**config.mk**
```make
export PLATFORM = sky130hd
export DESIGN_NAME = pool_layer_seq
export DESIGN_NICKNAME = d
export VERILOG_FILES = /design/src/rtl/pool_layer_seq.sv
export SDC_FILE = /design/constraint.sdc
export NUM_CORES = 1
export LEC_CHECK = 0
export ABC_AREA = 1
export CAP_MARGIN = 10
export CORE_UTILIZATION = 40
export CTS_BUF_LIST = sky130_fd_sc_hd__clkbuf_4
export DETAILED_ROUTE_END_ITERATION = 16
export GPL_ROUTABILITY_DRIVEN = 0
export SYNTH_ARGS = -nofsm -noshare
export SYNTH_HDL_FRONTEND = slang
export SYNTH_SLANG_ARGS = --single-unit
```
**constraint.sdc**
```tcl
create_clock -name clk -period 4 [get_ports clk]
set_input_delay 0.8 -clock clk [delete_from_list [all_inputs] [get_ports clk]]
set_output_delay 0.8 -clock clk [all_outputs]
set_load 0.005 [all_outputs]
```
**src/rtl/pool_layer_seq.sv**
```systemverilog
// pool_layer_seq: sequential 2x2 / stride-2 pooling engine over C square
// feature maps held in word-addressed memory.
//
// One memory port is used at a time. Each output window costs four reads
// followed by one write. Addresses are walked incrementally (map, line and
// window pointers) so only one multiplier exists: N*N, formed once at start.
//
// Optional feature: define POOL_AVG_MODE_EN to honour cfg_mode (0 = max,
// 1 = floor average). Without it the block always max-pools and contains
// no averaging adder.
//
// Handshakes: a request (rd_req / wr_req) rises with its address (and data)
// and keeps all of them stable until the matching ack is sampled high on a
// rising edge; that edge completes the transfer. An ack seen while its
// request is low is ignored. rd_req and wr_req are never high together.
module pool_layer_seq #(
    parameter int DATA_W = 16,
    parameter int ADDR_W = 16,
    parameter int SIZE_W = 6,
    parameter int CH_W   = 8
) (
    input  logic              clk,
    input  logic              reset,
    input  logic              start,
    input  logic [SIZE_W-1:0] cfg_size,
    input  logic [CH_W-1:0]   cfg_channels,
    input  logic [ADDR_W-1:0] cfg_src_base,
    input  logic [ADDR_W-1:0] cfg_dst_base,
    input  logic              cfg_mode,
    output logic              rd_req,
    output logic [ADDR_W-1:0] rd_addr,
    input  logic              rd_ack,
    input  logic [DATA_W-1:0] rd_data,
    output logic              wr_req,
    output logic [ADDR_W-1:0] wr_addr,
    output logic [DATA_W-1:0] wr_data,
    input  logic              wr_ack,
    output logic              busy,
    output logic              done,
    output logic [1:0]        state_dbg
);

    typedef enum logic [1:0] {
        IDLE  = 2'd0,
        READ  = 2'd1,
        WRITE = 2'd2,
        DONE  = 2'd3
    } state_t;

    state_t state, state_nxt;

    // Latched layer configuration
    logic [SIZE_W-1:0] size_q;
    logic [SIZE_W-1:0] half_q;
    logic [CH_W-1:0]   ch_q;
    logic [ADDR_W-1:0] nn_q;

    // Traversal indices and address pointers
    logic [SIZE_W-1:0] x_q, y_q;
    logic [CH_W-1:0]   c_q;
    logic [ADDR_W-1:0] map_q;    // first word of map c
    logic [ADDR_W-1:0] line_q;   // first word of source row 2y of map c
    logic [ADDR_W-1:0] win_q;    // top-left word of the current window
    logic [1:0]        phase_q;  // which of the four window reads is pending

    logic signed [DATA_W-1:0] max_q;

    // Combinational helpers
    logic                     degenerate;
    logic [2*SIZE_W-1:0]      nn_full;
    logic [ADDR_W-1:0]        size_a;
    logic [ADDR_W-1:0]        size2_a;
    logic                     last_x, last_y, last_c, last_win;
    logic [SIZE_W-1:0]        x_nxt, y_nxt;
    logic [CH_W-1:0]          c_nxt;
    logic [ADDR_W-1:0]        map_nxt, line_nxt, win_nxt;
    logic [ADDR_W-1:0]        rd_addr_nxt;
    logic signed [DATA_W-1:0] rd_s;
    logic signed [DATA_W-1:0] max_res;
    logic signed [DATA_W-1:0] pool_res;

`ifdef POOL_AVG_MODE_EN
    logic                     mode_q;
    logic signed [DATA_W+1:0] sum_q;
    logic signed [DATA_W+1:0] rd_ext;
    logic signed [DATA_W+1:0] sum_tot;
    logic signed [DATA_W+1:0] avg_shift;
`else
    logic unused_cfg_mode;
    assign unused_cfg_mode = cfg_mode;
`endif

    assign degenerate = (cfg_size < SIZE_W'(2)) || (cfg_channels == '0);
    assign nn_full    = cfg_size * cfg_size;
    assign size_a     = ADDR_W'(size_q);
    assign size2_a    = size_a << 1;

    assign last_x   = (x_q == half_q - SIZE_W'(1));
    assign last_y   = (y_q == half_q - SIZE_W'(1));
    assign last_c   = (c_q == ch_q - CH_W'(1));
    assign last_win = last_x && last_y && last_c;

    // Next window position and pointers, used when a write completes
    always_comb begin
        x_nxt    = x_q + SIZE_W'(1);
        y_nxt    = y_q;
        c_nxt    = c_q;
        map_nxt  = map_q;
        line_nxt = line_q;
        win_nxt  = win_q + ADDR_W'(2);
        if (last_x) begin
            x_nxt = '0;
            if (!last_y) begin
                y_nxt    = y_q + SIZE_W'(1);
                line_nxt = line_q + size2_a;
                win_nxt  = line_q + size2_a;
            end else begin
                y_nxt    = '0;
                c_nxt    = c_q + CH_W'(1);
                map_nxt  = map_q + nn_q;
                line_nxt = map_q + nn_q;
                win_nxt  = map_q + nn_q;
            end
        end
    end

    // Address of the read that follows the one completing now
    always_comb begin
        rd_addr_nxt = win_q + ADDR_W'(1);
        case (phase_q)
            2'd0:    rd_addr_nxt = win_q + ADDR_W'(1);
            2'd1:    rd_addr_nxt = win_q + size_a;
            default: rd_addr_nxt = win_q + size_a + ADDR_W'(1);
        endcase
    end

    // Window reduction: running max, and floor average when built in
    assign rd_s    = $signed(rd_data);
    assign max_res = (rd_s > max_q) ? rd_s : max_q;

`ifdef POOL_AVG_MODE_EN
    assign rd_ext    = {{2{rd_data[DATA_W-1]}}, rd_data};
    assign sum_tot   = sum_q + rd_ext;
    assign avg_shift = sum_tot >>> 2;
    assign pool_res  = mode_q ? avg_shift[DATA_W-1:0] : max_res;
`else
    assign pool_res  = max_res;
`endif

    // State register
    always_ff @(posedge clk) begin
        if (reset) begin
            state <= IDLE;
        end else begin
            state <= state_nxt;
        end
    end

    // Next-state logic
    always_comb begin
        state_nxt = state;
        case (state)
            IDLE: begin
                if (start) begin
                    state_nxt = degenerate ? DONE : READ;
                end
            end
            READ: begin
                if (rd_ack && (phase_q == 2'd3)) begin
                    state_nxt = WRITE;
                end
            end
            WRITE: begin
                if (wr_ack) begin
                    state_nxt = last_win ? DONE : READ;
                end
            end
            DONE:    state_nxt = IDLE;
            default: state_nxt = IDLE;
        endcase
    end

    // Datapath: configuration latch, pointers, accumulators, address/data regs
    always_ff @(posedge clk) begin
        if (reset) begin
            size_q  <= '0;
            half_q  <= '0;
            ch_q    <= '0;
            nn_q    <= '0;
            x_q     <= '0;
            y_q     <= '0;
            c_q     <= '0;
            map_q   <= '0;
            line_q  <= '0;
            win_q   <= '0;
            phase_q <= '0;
            max_q   <= '0;
            rd_addr <= '0;
            wr_addr <= '0;
            wr_data <= '0;
`ifdef POOL_AVG_MODE_EN
            mode_q  <= 1'b0;
            sum_q   <= '0;
`endif
        end else begin
            case (state)
                IDLE: begin
                    if (start) begin
                        size_q  <= cfg_size;
                        half_q  <= cfg_size >> 1;
                        ch_q    <= cfg_channels;
                        nn_q    <= ADDR_W'(nn_full);
                        x_q     <= '0;
                        y_q     <= '0;
                        c_q     <= '0;
                        map_q   <= cfg_src_base;
                        line_q  <= cfg_src_base;
                        win_q   <= cfg_src_base;
                        phase_q <= '0;
                        rd_addr <= cfg_src_base;
                        wr_addr <= cfg_dst_base;
`ifdef POOL_AVG_MODE_EN
                        mode_q  <= cfg_mode;
`endif
                    end
                end
                READ: begin
                    if (rd_ack) begin
                        phase_q <= phase_q + 2'd1;
                        if (phase_q == 2'd0) begin
                            max_q <= rd_s;
`ifdef POOL_AVG_MODE_EN
                            sum_q <= rd_ext;
`endif
                        end else begin
                            max_q <= max_res;
`ifdef POOL_AVG_MODE_EN
                            sum_q <= sum_tot;
`endif
                        end
                        if (phase_q == 2'd3) begin
                            wr_data <= pool_res;
                        end else begin
                            rd_addr <= rd_addr_nxt;
                        end
                    end
                end
                WRITE: begin
                    if (wr_ack) begin
                        x_q     <= x_nxt;
                        y_q     <= y_nxt;
                        c_q     <= c_nxt;
                        map_q   <= map_nxt;
                        line_q  <= line_nxt;
                        win_q   <= win_nxt;
                        rd_addr <= win_nxt;
                        wr_addr <= wr_addr + ADDR_W'(1);
                    end
                end
                default: begin
                end
            endcase
        end
    end

    // Outputs decoded from state; busy also covers the cycle start is taken
    assign rd_req    = (state == READ);
    assign wr_req    = (state == WRITE);
    assign done      = (state == DONE);
    assign busy      = (state == READ) || (state == WRITE) ||
                       ((state == IDLE) && start && !reset);
    assign state_dbg = state;

endmodule

```
# Word-level counts from Yosys, hierarchy flattened
# Cells that the tools add are included.
# op_classes
n_addsub	13
n_mul	1
n_lt_le_gt_ge	2
n_eq_ne	15
mux	43
n_reduce_logical	24
# ops
op	count
two-way mux 16 bit	15
one-hot mux 16 bit (2 select lines)	5
adder 16 x 1 -> 16 bit, second input constant	3
one-hot mux 16 bit (3 select lines)	1
two-way mux 6 bit	6
two-way mux 8 bit	4
one-hot mux 6 bit (2 select lines)	2
adder 16 x 12 -> 16 bit	1
adder 16 x 2 -> 16 bit, second input constant	1
adder 16 x 6 -> 16 bit	1
adder 16 x 7 -> 16 bit	1
> comparator 16 bit	1
one-hot mux 8 bit (2 select lines)	1
two-way mux 2 bit	7
adder 6 x 1 -> 6 bit, second input constant	2
== test 6 bit	2
multiplier 6 x 6 -> 12 bit	1
AND reduction 3 bit	4
!= test 2 x 1 -> 1 bit, second input constant	5
AND reduction 5 bit	2
adder 8 x 1 -> 8 bit, second input constant	1
== test 8 bit	1
zero test 8 bit	1
one-hot mux 2 bit (4 select lines)	1
16 further kinds	29
# totals
regBits	167
in_bits	68
output_inout_bits	54

# Longest topological paths before layout
# Gate-level depths: netlist of the first run.
# depth
depth_word	7
mapped_depth	22
mapped_depth_nobuf	21

# Least setup slack after synthesis of the first run
# Ideal clock, no wire load.
# synth_path
kind	input-to-reg
from	in cfg_size[4]
to	reg nn_q[10]
setup_time_ps	128
arrival_time_ps	4039
path_slack_ps	-168
path_stages	18
path_buffers	1
path_cell_list	clkbuf_1 > nand2_1 > inv_1 > fa_1 > inv_1 > fa_1 > fa_1 > inv_1 > ha_1 > a31o_2 > a21oi_1 > inv_1 > a21oi_1 > inv_1 > a21oi_1 > o21bai_1 > xor2_1 > a21oi_1
# synth_between
elab_chain_len	1
# synth_rtl
element	line	source
start, declared	25	input logic [SIZE_W-1:0] cfg_size,
multiplier 6 x 6 -> 12 bit	94	assign nn_full = cfg_size * cfg_size;
end signal, assigned	212	nn_q <= ADDR_W'(nn_full);
end, declared	56	logic [ADDR_W-1:0] nn_q;
# No other way between the ends.
# A chain may end at the register's enable or synchronous reset.

# Worst setup path in the final report of the first run
# layout_path
from	in cfg_size[0]
to	reg nn_q[10]
# The elaborated chain is that of the path after synthesis.

==> results of run 1 <==
-- critical path: stages --
cell and delay [ps]:
clkdlybuf4s50_1 420, nand2_1 60, inv_1 50, fa_1 550, inv_2 50, fa_2 440, fa_1 530, inv_2 50
ha_4 240, a31o_4 220, a21oi_2 120, inv_1 60, a21oi_2 140, inv_1 50, a21oi_1 140, o21bai_1 100
xor2_1 160, a21oi_1 110
-- power by group --
group / switching [uW] / internal, uW
combinational: 3700 / 2150
clock: 709 / 345
sequential: 483 / 2100
-- registers in the layout (all words and copies together), names as in the netlist --
name,cells
line_q,16
wr_addr,16
size_q,6
map_q,16
c_q,8
x_q,6
wr_data,16
state_dbg,2
y_q,6
win_q,16
nn_q,10
ch_q,8
rd_addr,16
max_q,16
phase_q,2
-- layout by cell type (no fill, tap or decap), types with 15 or more instances in the layout --
cell type        count
nand2_1            434
inv_1              257
nor2_1             192
a21oi_1            178
dfxtp_1            160
o21ai_0            139
nand3_1            116
clkdlybuf4s50_1    114
ha_1                66
buf_4               49
xor2_1              48
nor3_1              26
nand4_1             21
xnor2_1             18
clkbuf_4            17
a31oi_1             15
-- cell families after synthesis --
kind of cell / after synthesis
and+or+nand+nor: 834
DFF: 160
adders and majority gates: 78
buffers and inverters: 344
AOI/OAI and AO/OA: 406
xor gates and xnor gates: 67
-- how the worst min path moves through the flow --
| stage | startpoint | endpoint | slack [ps] | depth (start not counted) |
|---|---|---|---|---|
| 6_report | rd_addr[1]$_SDFFE_PP0P_ | rd_addr[1]$_SDFFE_PP0P_ | 480 | 2 |
| 5_1_grt | rd_addr[4]$_SDFFE_PP0P_ | rd_addr[4]$_SDFFE_PP0P_ | 500 | 2 |
| 2_1_floorplan | map_q[3]$_SDFFE_PP0P_ | map_q[3]$_SDFFE_PP0P_ | 450 | 2 |
| 4_1_cts | rd_addr[1]$_SDFFE_PP0P_ | rd_addr[1]$_SDFFE_PP0P_ | 480 | 2 |
| 3_3_place_gp | rd_addr[12]$_SDFFE_PP0P_ | rd_addr[12]$_SDFFE_PP0P_ | 450 | 2 |
| 3_5_place_dp | rd_addr[1]$_SDFFE_PP0P_ | rd_addr[1]$_SDFFE_PP0P_ | 460 | 2 |
-- per-stage QoR --
| step | instance area [sq um] | setup slack (ps) | std cells | power, uW |
|---|---|---|---|---|
| finish | 14040 | 241.7 | 2396 | 9490 |
| global route | 14040 | 11.92 | 2396 | 10370 |
| CTS | 14010 | 54.54 | 2394 | 9502 |
| detailed placement | 13710 | -602.2 | 2362 | 8429 |
| global placement | 13710 | -514.3 | 2362 | 8361 |
| floorplan | 12040 | 9.271 | 1889 | 6574 |
-- metal layers --
| layer | routed length [microns] | vias up | share of wire (%) | GRT usage [%] |
|---|---|---|---|---|
| met5 | 0 | - | 0 | 0 |
| met4 | 705 | 0 | 2.0 | 6.594 |
| met3 | 1685 | 48 | 4.7 | 3.242 |
| met2 | 16580 | 294 | 46 | 39.62 |
| met1 | 16770 | 5731 | 47 | 31.10 |
| li1 | - | 6373 | - | - |
-- cell type report --
cell class,instances,share of cell area (%)
clock inverter,15,1.203
tap,384,3.422
multi-input combinational,1385,53.26
timing repair buffer,168,11.19
clock buffer,17,0.9089
sequential,160,22.81
inverter,266,7.182
antenna,1,0.01782
-- repair_timing --
| action | 4_1_cts | 5_1_grt |
|---|---|---|
| resized for setup | 0 | 7 |
| setup endpoints to repair | 0 | 3 |
| setup buffers | 0 | 1 |
| hold buffers | 0 | 0 |
==> impl_metrics.tcl, run 1 <==
set metrics [dict create \
    status "finished, final reports clean" \
    grt_usage_pct 23.49 \
    worst_setup_path_start_kind "input port" \
    numPortBuffers 120 \
    ant_nets 0 \
    syn_inst 1889 \
    grt_pass1_wl_microns 57980 \
    reg2reg_depth 16 \
    cts_buffers 17 \
    ys_types 58 \
    insertion_delay_ps 590 \
    synth_compound_area_share_pct 18.78 \
    dp_hpwl_microns 27250 \
    setup_viol 0 \
    async_flop_share_pct 0 \
    synth_top_cell_by_area "dfxtp_1" \
    die-area_sq_um 30650 \
    synthTopCellsByCount "nand2_1, inv_1, nor2_1, a21oi_1, dfxtp_1" \
    synth_top_family_by_area "simple AND/OR/NAND/NOR gates" \
    fin_crit_ps 3758 \
    worst_hold_slack_ps 475.1 \
    irDropWorstVdd_v 0.0004187 \
    grt_pass1_vias 11430 \
    synthTopCellsByArea "dfxtp_1, nand2_1, inv_1, a21oi_1, ha_1" \
    cts_tree "built" \
    dominantRegCellSynth "dfxtp_1" \
    syn2layout_area_growth_pct 17.20 \
    post-route-period-util_pct 93.96 \
    fmax_mhz 266.1 \
    critPathArrivalTime_ps 4280 \
    slew-limit-headroom_pct 48.75 \
    drtPass1Iterations 7 \
    synth_seq_area_share_pct 26.74 \
    grt_max_degree 59 \
    overflow 0 \
    synth-adder-area-share_pct 8.773 \
    rows 62 \
    path_class "input port to flop" \
    ys.warnings.count 0 \
    crit_path_end "nn_q[10]$_SDFFE_PP0P_" \
    synth.mux.area_fraction_pct 0 \
    synth_top_area_share_pct 26.74 \
    htreeDepth 4 \
    finClkSkew_ps 30.74 \
    reg2reg_to "rd_addr[6]$_SDFFE_PP0P_" \
    path_max_fanout 3 \
    boundaryPins 122 \
    die_x_microns 175.1 \
    postLayoutCoreUtil_pct 48.27 \
    ff2ff_setup_slack_ps 790 \
    p_leak_uw 0.006295 \
    fill_cells 3056 \
    hold_class "flop to flop" \
    clkTransAtPathRegs_ps 150 \
    powerDensity_nw_per_um2 675.9 \
    register_area_sq_um 3203 \
    avgSynthCellArea_sq_um 6.342 \
    finalHoldViolCount 0 \
    core_sq_um 29090 \
    via_per_inst 5.194 \
    route.detailed.drc 0 \
    fp.dieH_microns 175.1 \
    tns_ps 0 \
    cp-end-kind "flop" \
    cts-root-buf "clkbuf_4" \
    synth-xor-area-share_pct 4.898 \
    r2r_start "size_q[0]$_SDFFE_PP0P_" \
    detail_route.wl_per_cell_microns 14.91 \
    start_util_pct 41.18 \
    final_max_slew_viol_count 0 \
    max-cap-violations 0 \
    worstMarginPinSlew_ps 767.9 \
    clock-sinks 160 \
    worstPathRequired_ps 4520 \
    startpoint "cfg_size[0]" \
    drive_above_1_share_pct 6.365 \
    nNetsFinal 2144 \
    num_vias 12450 \
    yosys.area_share.simple_pct 29.60 \
    ys_ff_latch 160 \
    synth_fp_nets 2035 \
    yosysMostFrequentCell "nand2_1" \
    wl_microns 35740 \
    multiInputGateArea_sq_um 7478 \
    antenna_found_initial 1 \
    cts_max_path_buffers 2 \
    synth_enable_flop_cells 0 \
    drt_iter0_markers 879 \
    syn_area_sq_um 11980 \
    rsz0062_at_grt "no" \
]
Note: power is estimated with default switching activity, not from simulation.
==> inputs of run 2 (changes only) <==
--- a/config.mk
+++ b/config.mk
@@ -9,6 +9,7 @@
 export CAP_MARGIN = 10
 export CORE_UTILIZATION = 40
 export CTS_BUF_LIST = sky130_fd_sc_hd__clkbuf_4
+export CTS_CLUSTER_DIAMETER = 120
 export DETAILED_ROUTE_END_ITERATION = 16
 export GPL_ROUTABILITY_DRIVEN = 0
 export SYNTH_ARGS = -nofsm -noshare
==> results of run 2 <==
The final DEF is identical to that of run 1; final timing and power are the same.
